===== src/rtl/pipeline_hazard_ctrl_pkg.sv =====
// Package: pipe_ctrl_pkg
// Shared types and constants for the pipeline hazard controller.
//   wait_state_e : data-memory wait sequencer state
//   REG_ADDR_W   : register-file address width
//   ZERO_REG     : hard-wired zero register address
package pipe_ctrl_pkg;

    typedef enum logic {
        RUN      = 1'b0,
        MEM_WAIT = 1'b1
    } wait_state_e;

    localparam int          REG_ADDR_W = 5;
    localparam logic [4:0]  ZERO_REG   = 5'd0;

endpackage


===== src/rtl/pipeline_hazard_ctrl_dmem_wait_fsm.sv =====
// Module: dmem_wait_fsm
// Tracks multi-cycle data-memory accesses and freezes the pipeline until the
// memory acknowledges or the wait exceeds TIMEOUT cycles.
//   clk_i, rst_i    : clock, synchronous active-high reset
//   dmem_req_i      : MEM stage issues an access
//   dmem_ack_i      : memory completes the access (1-cycle pulse)
//   freeze_o        : hold every pipeline register and PC (combinational)
//   timeout_err_o   : sticky, an access exceeded TIMEOUT cycles
//
// state    | meaning
// RUN      | no access outstanding; a req without same-cycle ack freezes
// MEM_WAIT | access outstanding; freeze until ack or TIMEOUT reached
module dmem_wait_fsm
    import pipe_ctrl_pkg::*;
#(
    parameter int TIMEOUT = 64,
    parameter int TO_W    = 7
) (
    input  logic clk_i,
    input  logic rst_i,
    input  logic dmem_req_i,
    input  logic dmem_ack_i,
    output logic freeze_o,
    output logic timeout_err_o
);

    localparam logic [TO_W-1:0] TIMEOUT_C = TO_W'(TIMEOUT);

    wait_state_e     state_q, state_d;
    logic [TO_W-1:0] wait_cnt_q, wait_cnt_d;
    logic            err_q, err_d;

    always_ff @(posedge clk_i) begin
        if (rst_i) begin
            state_q    <= RUN;
            wait_cnt_q <= '0;
            err_q      <= 1'b0;
        end else begin
            state_q    <= state_d;
            wait_cnt_q <= wait_cnt_d;
            err_q      <= err_d;
        end
    end

    always_comb begin
        state_d    = state_q;
        wait_cnt_d = wait_cnt_q;
        err_d      = err_q;
        freeze_o   = 1'b0;
        case (state_q)
            RUN: begin
                if (dmem_req_i && !dmem_ack_i) begin
                    freeze_o   = 1'b1;
                    state_d    = MEM_WAIT;
                    wait_cnt_d = TO_W'(1);
                end
            end
            MEM_WAIT: begin
                if (dmem_ack_i) begin
                    state_d    = RUN;
                    wait_cnt_d = '0;
                end else if (wait_cnt_q == TIMEOUT_C) begin
                    // Access is dropped: release the pipeline and flag it.
                    state_d    = RUN;
                    wait_cnt_d = '0;
                    err_d      = 1'b1;
                end else begin
                    freeze_o   = 1'b1;
                    wait_cnt_d = wait_cnt_q + TO_W'(1);
                end
            end
            default: begin
                state_d    = RUN;
                wait_cnt_d = '0;
            end
        endcase
        if (rst_i) begin
            freeze_o = 1'b0;
        end
    end

    assign timeout_err_o = err_q;

endmodule


===== src/rtl/pipeline_hazard_ctrl.sv =====
// Module: pipeline_hazard_ctrl
// Central stall/flush sequencer for the 5-stage pipeline.
//   clk_i, rst_i                  : clock, synchronous active-high reset
//   ID_rs_i, ID_rt_i, ID_uses_rt_i: source operands of the ID instruction
//   EX_MemRead_i, EX_rt_i         : load in EX and its destination
//   branch_taken_i                : branch/jump in ID resolved taken
//   dmem_req_i, dmem_ack_i        : data-memory handshake from MEM
//   PC_write_o, IF_ID_stall_o, IF_ID_flush_o, ID_EX_bubble_o, freeze_o
//                                 : pipeline control (combinational)
//   stall_cnt_o                   : saturating count of cycles with PC_write_o==0
//   timeout_err_o                 : sticky memory-timeout error
module pipeline_hazard_ctrl
    import pipe_ctrl_pkg::*;
#(
    parameter int CNT_W   = 16,
    parameter int TIMEOUT = 64,
    parameter int TO_W    = 7
) (
    input  logic                  clk_i,
    input  logic                  rst_i,
    input  logic [REG_ADDR_W-1:0] ID_rs_i,
    input  logic [REG_ADDR_W-1:0] ID_rt_i,
    input  logic                  ID_uses_rt_i,
    input  logic                  EX_MemRead_i,
    input  logic [REG_ADDR_W-1:0] EX_rt_i,
    input  logic                  branch_taken_i,
    input  logic                  dmem_req_i,
    input  logic                  dmem_ack_i,
    output logic                  PC_write_o,
    output logic                  IF_ID_stall_o,
    output logic                  IF_ID_flush_o,
    output logic                  ID_EX_bubble_o,
    output logic                  freeze_o,
    output logic [CNT_W-1:0]      stall_cnt_o,
    output logic                  timeout_err_o
);

    logic             freeze;
    logic             load_use;
    logic [CNT_W-1:0] stall_cnt_q, stall_cnt_d;

    dmem_wait_fsm #(
        .TIMEOUT (TIMEOUT),
        .TO_W    (TO_W)
    ) u_dmem_wait_fsm (
        .clk_i         (clk_i),
        .rst_i         (rst_i),
        .dmem_req_i    (dmem_req_i),
        .dmem_ack_i    (dmem_ack_i),
        .freeze_o      (freeze),
        .timeout_err_o (timeout_err_o)
    );

    // A load into r0 never creates a real dependency.
    assign load_use = EX_MemRead_i && (EX_rt_i != ZERO_REG) &&
                      ((EX_rt_i == ID_rs_i) || (ID_uses_rt_i && (EX_rt_i == ID_rt_i)));

    always_comb begin
        PC_write_o     = 1'b1;
        IF_ID_stall_o  = 1'b0;
        IF_ID_flush_o  = 1'b0;
        ID_EX_bubble_o = 1'b0;
        if (rst_i) begin
            PC_write_o     = 1'b0;
            IF_ID_flush_o  = 1'b1;
            ID_EX_bubble_o = 1'b1;
        end else if (freeze) begin
            PC_write_o    = 1'b0;
            IF_ID_stall_o = 1'b1;
        end else if (load_use) begin
            // Branch resolution waits one cycle for the forwarded load data.
            PC_write_o     = 1'b0;
            IF_ID_stall_o  = 1'b1;
            ID_EX_bubble_o = 1'b1;
        end else if (branch_taken_i) begin
            IF_ID_flush_o = 1'b1;
        end
    end

    assign freeze_o = freeze;

    always_comb begin
        stall_cnt_d = stall_cnt_q;
        if (!PC_write_o && (stall_cnt_q != {CNT_W{1'b1}})) begin
            stall_cnt_d = stall_cnt_q + CNT_W'(1);
        end
    end

    always_ff @(posedge clk_i) begin
        if (rst_i) begin
            stall_cnt_q <= '0;
        end else begin
            stall_cnt_q <= stall_cnt_d;
        end
    end

    assign stall_cnt_o = stall_cnt_q;

endmodule


===== config.mk =====
export PLATFORM = sky130hd
export DESIGN_NAME = pipeline_hazard_ctrl
export DESIGN_NICKNAME = d
export VERILOG_FILES = /design/src/rtl/pipeline_hazard_ctrl_pkg.sv /design/src/rtl/pipeline_hazard_ctrl_dmem_wait_fsm.sv /design/src/rtl/pipeline_hazard_ctrl.sv
export SDC_FILE = /design/constraint.sdc
export NUM_CORES = 1
export LEC_CHECK = 0
export CORE_ASPECT_RATIO = 2
export CORE_MARGIN = 2
export CORE_UTILIZATION = 52
export CTS_BUF_LIST = sky130_fd_sc_hd__clkbuf_4 sky130_fd_sc_hd__clkbuf_8
export DETAILED_ROUTE_END_ITERATION = 10
export GPL_ROUTABILITY_DRIVEN = 0
export GPL_TIMING_DRIVEN = 0
export MAX_ROUTING_LAYER = met4
export PLACE_DENSITY = 0.89
export SYNTH_ARGS = -nofsm -noshare
export SYNTH_HDL_FRONTEND = slang
export SYNTH_SLANG_ARGS = --single-unit

===== constraint.sdc =====
create_clock -name clk_i -period 4.2 [get_ports clk_i]
set_input_delay 0.84 -clock clk_i [delete_from_list [all_inputs] [get_ports clk_i]]
set_output_delay 0.84 -clock clk_i [all_outputs]
set_load 0.01 [all_outputs]

==> results of run 1 <==
report_power, final:
part / internal [mW] / total (mW) / switching (mW)
Sequential: 0.239 / 0.243 / 0.00360
Clock: 0.0664 / 0.142 / 0.0753
Combinational: 0.0428 / 0.0787 / 0.0358
worst max-delay path by stage:
stage | slack, ps | start | cells past startpoint | end
global route | 180 | EX_rt_i[1] | 6 | PC_write_o
CTS | 260 | EX_rt_i[1] | 6 | PC_write_o
global placement | 290 | EX_rt_i[1] | 6 | PC_write_o
finish | 270 | EX_rt_i[1] | 6 | PC_write_o
floorplan | 1360 | EX_rt_i[1] | 4 | PC_write_o
detailed placement | 270 | EX_rt_i[1] | 6 | PC_write_o
through the flow:
step | area [um2] | instances | power [mW] | util, % | worst slack, ps
after global routing | 1944 | 252 | 0.4782 | 71.94 | 176.4
after floorplan | 1441 | 177 | 0.2876 | - | 1362
after CTS | 1944 | 252 | 0.4635 | 71.94 | 260.7
final | 1944 | 252 | 0.4629 | 71.94 | 273.7
after global placement | 1898 | 248 | 0.3239 | 70.23 | 290.8
after detailed placement | 1898 | 248 | 0.3268 | 70.23 | 268.0
state kept, by name, indices dropped and copies added (netlist names):
register	count
stall_cnt_o	16
u_dmem_wait_fsm.wait_cnt_q	7
u_dmem_wait_fsm.state_q	1
u_dmem_wait_fsm.timeout_err_o	1
synth_stat cells, drive strengths merged:
library cell  count  share of area [%]
or2               1               0.43
a31oi             2               0.87
a311oi            3                3.0
o21a              1               0.52
and2              2               0.87
xor2              1               0.61
o21ai            13                4.8
ha                3                2.6
mux2i             1               0.69
nor4b             2                1.6
or4               6                3.4
nand3            12                4.5
o22ai             2               0.87
dfxtp            25                 35
a21oi            19                6.6
and4              1               0.61
a22oi             1               0.52
xnor2            10                6.1
o311a             1               0.69
nand4             2               0.87
nand2            16                4.2
clkbuf            2               0.52
or3               9                3.9
nor2b             1               0.43
o22a              1               0.61
inv               6                1.6
a21o              1               0.52
and2b             2                1.0
nor2             17                4.6
o21bai            1               0.52
and3              4                1.7
buf               3                2.3
o31ai             4                2.1
nor3b             2                1.0
layout make-up:
cell class	instances	area share, %
tap	29	1.866
clock inverter	1	0.2574
multi-input combinational	141	45.11
buffer	5	2.124
clock buffer	3	2.124
sequential	25	25.74
inverter	6	1.158
timing repair buffer	42	21.62
cells by family (layout without fill, tap and decap cells):
family	Yosys count	in the layout
AO/OA/AOI/OAI	49	49
flip-flops	25	25
multiplexers	1	1
AND/OR/NAND/NOR	77	77
adder cells (fa/ha/maj)	3	3
XOR/XNOR	11	11
buffers and inverters	11	57
tightest hold or removal path, stage by stage, from the launching register on:
cell and delay, ps:
dfxtp_1 330, a31oi_1 40, nor2_1 70
cell usage in the layout, fill, tap and decap left out, types with 2 or more instances in the layout:
cell / Yosys / layout
dfxtp_1: 25 / 25
o21ai_0: 6 / 6
ha_1: 3 / 3
a21oi_1: 19 / 19
o22ai_1: 2 / 2
o31ai_1: 4 / 4
clkdlybuf4s50_1: 0 / 42
o21ai_1: 6 / 6
clkbuf_8: 0 / 3
and2_1: 2 / 2
a311oi_1: 2 / 2
buf_6: 3 / 3
or4_1: 5 / 5
xnor2_1: 10 / 10
or3_1: 9 / 9
nand3_1: 11 / 11
nand4_1: 2 / 2
nor2_1: 16 / 16
inv_1: 6 / 6
a31oi_1: 2 / 2
and2b_1: 2 / 2
clkbuf_1: 2 / 2
nand2_1: 16 / 16
and3_1: 4 / 4
nor3b_1: 2 / 2
per-layer routing:
metal  vias to the layer above  track usage [%]
met2                        42            44.53
met1                       679            29.01
met3                         7            2.542
li1                        740                -
met4                         0            10.00
met5                         -                -
==> run metrics, run 1 <==
status=finished clean; Iter 0 DRT Violations=30; Mapped Nets=between 200 and 250; Max-Cap Viols=0; CTS tree=built; Port Buffer Count=42; Static Leak=approximately 0.63 nW; Num CTS Buffers=3; worst hold stages=2; layout filler cell count=between 200 and 250; power density over the cells=approximately 240 mW/mm2; routed wire length on met3=131 um; slowest CP cell=or4_1; Simple-Gate Fraction of Synth Area=29.25%; largest family of logic cells by synthesized area=simple AND/OR/NAND/NOR gates; post-synthesis compound-gate area fraction=21.61%; Met1 Routed Length=1.389 mm; Post-CTS Resized=0; # DRC=0; number of diodes=0; Die Footprint=0.003235 mm2; Crit Path Class=primary input to primary output; crit path max fanout=5; RR Startpoint=stall_cnt_o[0]$_SDFFE_PP0P_; largest net degree at the start of global routing=15; Post-Syn Area=0.001441 mm2; Fin Setup TNS=0 ps; Startpoint Class=primary input; # H-tree levels=1; period utilization=between 90% and 100%; Hold Vio Cnt, Final=0; minimum clock period after layout=3926 ps; cts hold-fix bufs=0; Relative slew margins=64.37%; critical path's largest stage delay=540 ps; vias per inst=a little under 6; Most common cell on crit path=clkdlybuf4s50_1; worst path cell trace=clkdlybuf4s50_1 > or4_1 > o21a_1 > a21oi_1 > and2_1 > clkdlybuf4s50_1; Worst-Skew Late Latency=around 270 ps; Yosys cell types=41; maximum vdd drop=~240 uV; post-DP HPWL=2.828 mm; grt total ovfl=0; FF-to-FF End=stall_cnt_o[1]$_SDFFE_PP0P_; Post-DRT Antenna Nets=0; unrepaired setup endpoints after global routing=no; DR top layer=met4; mux cell area share after synthesis=less than 1%; core footprint=0.002703 mm2; root buf cell=clkbuf_8; worst slew pin tran=533.1 ps; post-CTS setup buffer count=0; vias in the first global route=1450; Layout Skew=2.508 ps; multi-input logic area=877.1 um2; Worst Hold Endpoint=u_dmem_wait_fsm.timeout_err_o$_SDFFE_PP0P_; Worst EP arrival=3090 ps; R2R Setup Slk=1680 ps; DR pass1 iterations=5; Max Freq=254.7 MHz; Yosys reg bits=25; adder-cell area share of the yosys netlist=2.604%; worst path bufs/invs=2; post-synthesis cell count=177; YS warnings=0; cells on worst reg2reg path=9; initial core utilization=53.33%; HP Class=flip-flop to flip-flop; vias=~1500; Reg area=500.5 um2; layout net count=249; Hold WS=roughly 470 ps; IO Pins=44; routed len/inst=14.35 um; met2 WL=2.024 mm; Die H=between 70 and 80 um; post-synthesis sequential area ratio=34.72%; Worst setup EP type=primary output; min-delay src=u_dmem_wait_fsm.timeout_err_o$_SDFFE_PP0P_; CP Data Required Time=3360 ps; Rows=27; area grow syn2layout=34.90%; die width=a little over 40 um; first-pass GRT wire length=6.016 mm; Synth Area per Inst=~8.1 um2; setup violators final=0; CTS max path bufs=2; initial antenna violation count=0; Top Family by Delay on Critical Path=buffers and inverters; Post-Synth XOR/XNOR Area=6.684%; Max Slew Vio Count=0; clock sinks=25; Reg clk slew, reported paths=80 ps; gr usage total=26.14%; Total Routed Length=approximately 3.6 mm; layout cells sized above 1=5.830%
(Power assumes the default switching activity.)
==> run 2: changes to the inputs <==
Settings changed: CORE_MARGIN 2 to 1.
==> run metrics, run 2 (synthesized netlist as in run 1, its figures left out) <==
root buf cell=clkbuf_8; Startpoint Class=primary input; Die H=76.46 um; crit path max fanout=5; vias=1532; # H-tree levels=1; most frequent cells in the layout=42 x clkdlybuf4s50_1, 25 x dfxtp_1, 19 x a21oi_1, 16 x nand2_1, 16 x nor2_1; initial antenna violation count=0; DR pass1 iterations=4; minimum clock period after layout=3954 ps; area grow syn2layout=34.98%; die width=about 39 um; status=finished clean; Layout Skew=3.485 ps; CTS max path bufs=2; Tot Pwr=0.4769 mW; maximum vdd drop=191.5 uV; routed len/inst=16.65 um; vias in the first global route=1568; Post-CTS Resized=0; cts hold-fix bufs=0; worst slew pin tran=519.3 ps; Hold Vio Cnt, Final=0; power density over the cells=245.1 mW/mm2; CTS tree=built; Iter 0 DRT Violations=45; layout cells sized above 1=under 10%; Port Buffer Count=42; Most common cell on crit path=clkdlybuf4s50_1; Num CTS Buffers=3; worst path cell trace=clkdlybuf4s50_1 > or4_1 > o21a_1 > a21oi_1 > and2_1 > clkdlybuf4s50_1; HP Class=flip-flop to flip-flop; Die Footprint=0.002999 mm2; initial core utilization=55.38%; critical path's largest stage delay=580 ps; CP Data Required Time=between 3000 and 4000 ps; Rows=26; Total Routed Length=~4.2 mm; post-CTS setup buffer count=0; post-place setup slack=251.0 ps; vias per inst=6.104; core footprint=0.002603 mm2; Worst setup EP type=primary output; Max-Cap Viols=0; Static Leak=~0.63 nW; unrepaired setup endpoints after global routing=no; number of diodes=0; Worst-Skew Late Latency=280 ps; Fin Setup TNS=0 ps; layout net count=249; slowest CP cell=or4_1; Max Freq=between 200 and 300 MHz; first-pass GRT wire length=6.810 mm; # DRC=0; Relative slew margins=65.38%; Reg clk slew, reported paths=80 ps; setup ws final=246.4 ps; gr usage total=32.11%; grt total ovfl=0; R2R Setup Slk=1660 ps; post-DP HPWL=around 3.2 mm; Worst EP arrival=3110 ps; Crit Path Class=primary input to primary output; commonest non-fill, non-tap cell in the layout=clkdlybuf4s50_1; setup violators final=0; period utilization=94.13%; IO Pins=44; max reg flops=16; largest net degree at the start of global routing=14; clock sinks=25; Max Slew Vio Count=0; dpl cells=247; Finished Layout Cells=about 250; Post-DRT Antenna Nets=0; Final Util=74.76%
-- run 2: final cells by class --
type | instances | area [um2]
multi-input combinational | 141 | 877.1
fill | 206 | 656.9
sequential | 25 | 500.5
timing repair buffer | 42 | 420.4
clock buffer | 4 | 48.80
buffer | 5 | 41.29
tap | 28 | 35.03
inverter | 6 | 22.52
-- run 2: routing by layer --
metal	vias up	wire (um)	GRT usage, %
li1	735	-	-
met1	724	1386	30.04
met2	61	2402	57.67
met3	12	273	4.956
met4	0	116	15.17
met5	-	0	-
-- run 2: final timing paths --
kind | start | endpoint | cells past startpoint
setup / recovery | EX_rt_i[2] | PC_write_o | 6
hold / removal | u_dmem_wait_fsm.wait_cnt_q[6]$_SDFFE_PP0P_ | u_dmem_wait_fsm.wait_cnt_q[6]$_SDFFE_PP0P_ | 1
setup reg to reg | stall_cnt_o[0]$_SDFFE_PP0P_ | stall_cnt_o[1]$_SDFFE_PP0P_ | 9
hold reg to reg | u_dmem_wait_fsm.wait_cnt_q[6]$_SDFFE_PP0P_ | u_dmem_wait_fsm.wait_cnt_q[6]$_SDFFE_PP0P_ | 1
-- run 2: where the power goes --
group	switching [mW]	internal, mW
clock	0.0795	0.0746
combinational	0.0369	0.0429
sequential	0.00401	0.239
-- run 2: stage by stage --
stage	instance area (um2)	hold WS (ps)
6_report	1946	487.4
5_1_grt	1946	537.0
4_1_cts	1946	486.1
3_5_place_dp	1897	473.1
3_3_place_gp	1897	458.8
2_1_floorplan	1441	435.6
-- run 2: critical path, delay by kind of cell --
family | cells | cell delay, ps
AOI/OAI and AO/OA | 2 | 510
buffers and inverters | 2 | 1010
and+or+nand+nor | 2 | 750
==> run 3: changes to the inputs <==
Settings changed: CORE_MARGIN 1 to not set, CORE_UTILIZATION 52 to 43, PLACE_DENSITY 0.89 to 0.78.
Clock period 4.2 ns to 3.2 ns, I/O delays scaled along.
==> run metrics, run 3 (synthesized netlist as in run 1, its figures left out) <==
IO Pins=44; met2 WL=2.101 mm; Tot Pwr=0.6155 mW; Clk network pwr share=30.6%; Most common cell on crit path=clkdlybuf4s50_1; cells on worst reg2reg path=9; DR pass1 iterations=4; first-pass GRT wire length=6.030 mm; worst path cell trace=clkdlybuf4s50_1 > or2_1 > a311oi_4 > buf_4 > a21oi_4 > nor2_1 > clkdlybuf4s50_1; Iter 0 DRT Violations=25; max reg flops=16; layout cells sized above 1=under 10%; layout filler cell count=roughly 300; status=finished clean; die width=42.94 um; Max-Cap Viols=0; commonest non-fill, non-tap cell in the layout=clkdlybuf4s50_1; Worst-Skew Late Latency=270 ps; root buf cell=clkbuf_8; Layout Skew=3.697 ps; most frequent cells in the layout=35 x clkdlybuf4s50_1, 25 x dfxtp_1, 18 x a21oi_1, 16 x nand2_1, 16 x nor2_1; combinational power share=17.7%; post-DP HPWL=2.766 mm; power density over the cells=307.1 mW/mm2; worst slew pin tran=488.5 ps; grt total ovfl=0; period utilization=98.07%; Crit Path Class=primary input to primary output; Top Family by Delay on Critical Path=buffers and inverters; Max Freq=318.6 MHz; CTS max path bufs=2; Total Routed Length=3.668 mm; vias=1494; Finished Cell Area=around 0.0020 mm2; worst hold stages=1; Num CTS Buffers=3; Port Buffer Count=42; routed len/inst=approximately 14 um; Sw Pwr=0.1562 mW; # H-tree levels=1; # DRC=0; initial core utilization=a little under half; clock sinks=25; RR Startpoint=stall_cnt_o[0]$_SDFFE_PP0P_; routed wire length on met3=93 um; Die Footprint=0.003602 mm2; Worst EP arrival=between 2000 and 3000 ps; critical path's largest stage delay=between 500 and 600 ps; setup violators final=0; vias in the first global route=roughly 1400; minimum clock period after layout=3138 ps; Met1 Routed Length=between 1 and 1.5 mm; Sw Ratio=25.38%; Max Slew Vio Count=0; P_int=0.4593 mW; number of diodes=0; core footprint=0.003193 mm2; Fin Setup TNS=0 ps; Reg clk slew, reported paths=about 90 ps; vias per inst=5.791; Worst setup EP type=primary output; CP Data Required Time=around 2600 ps; area grow syn2layout=39.06%; Post-DRT Antenna Nets=0; CTS tree=built; worst path bufs/invs=3; Hold Vio Cnt, Final=0; initial antenna violation count=0; HP Class=flip-flop to flip-flop; Startpoint Class=primary input; Hold WS=around 480 ps; Static Leak=0.6875 nW; min-delay src=u_dmem_wait_fsm.wait_cnt_q[6]$_SDFFE_PP0P_; Relative slew margins=about 67%; Die H=83.88 um; layout net count=253; maximum vdd drop=241.7 uV; Rows=29; gr usage total=21.53%; register share of total power=approximately 52%; Critical Path Start=dmem_ack_i; crit path max fanout=6; largest net degree at the start of global routing=15; DR top layer=met4; dpl cell area=0.001901 mm2; slowest CP cell=clkdlybuf4s50_1; WP depth=7
==> run 3: cell count changes in the layout (fill, tap and decap cells not counted) <==
cell,delta
clkbuf_4,-1
dlymetal6s2s_1,+3
dlygate4sd2_1,+4
buf_4,+4
o22ai_4,+1
o22ai_1,-1
clkinv_2,+1
a21oi_4,+1
clkdlybuf4s50_1,-7
a21oi_1,-1
==> run 3: layer usage <==
| layer | vias to the layer above | GRT usage [%] |
|---|---|---|
| met4 | 0 | 9.091 |
| met3 | 6 | 2.165 |
| li1 | 747 | - |
| met1 | 716 | 21.80 |
| met5 | - | - |
| met2 | 25 | 39.81 |
==> run 3: metrics by stage <==
step,cells,utilization [%],worst slack [ps]
global placement,250,59.52,-324.5
finish,258,62.77,61.68
detailed placement,250,59.52,-326.4
floorplan,177,-,762.4
CTS,256,61.83,32.14
global route,258,62.77,-0.2616
==> run 3: path summary, 6_finish.rpt <==
path	endpoint	slack (ps)
worst max-delay path	IF_ID_stall_o	60
worst max register to register	stall_cnt_o[1]$_SDFFE_PP0P_	700
worst min register to register	u_dmem_wait_fsm.wait_cnt_q[6]$_SDFFE_PP0P_	480
worst min-delay path	u_dmem_wait_fsm.wait_cnt_q[6]$_SDFFE_PP0P_	480
==> run 3: timing repair <==
action	CTS	global route
resized for setup	7	4
buffers inserted	2	2
endpoints found under the setup margin	3	4
pin swaps	2	3
hold buffers	0	0
==> run 3: worst register-to-register path, stage by stage (launching register included) <==
cell     delay [ps]
dfxtp_1         470
ha_1            270
nand3_1         120
or4_4           560
o22a_1          210
o21ai_2         160
buf_6           200
buf_6           150
mux2i_1         190
nor2_1           50
==> run 3: power groups by stage <==
stage	Sequential (mW)	Clock, mW	Combinational [mW]
3_3_place_gp	0.326	0	0.101
2_1_floorplan	0.325	0	0.0521
5_1_grt	0.319	0.205	0.117
4_1_cts	0.319	0.191	0.106
3_5_place_dp	0.326	0	0.102
6_report	0.319	0.188	0.109
==> run 3: final cells by class <==
type | count | area, um2 | area share, %
Inverter | 6 | 22.52 | 1.124
Buffer | 5 | 41.29 | 2.060
Sequential cell | 25 | 500.5 | 24.97
Tap cell | 31 | 38.79 | 1.935
Multi-Input combinational cell | 141 | 902.1 | 45.01
Clock buffer | 3 | 41.29 | 2.060
Clock inverter | 1 | 5.005 | 0.2497
Timing Repair Buffer | 46 | 452.9 | 22.60
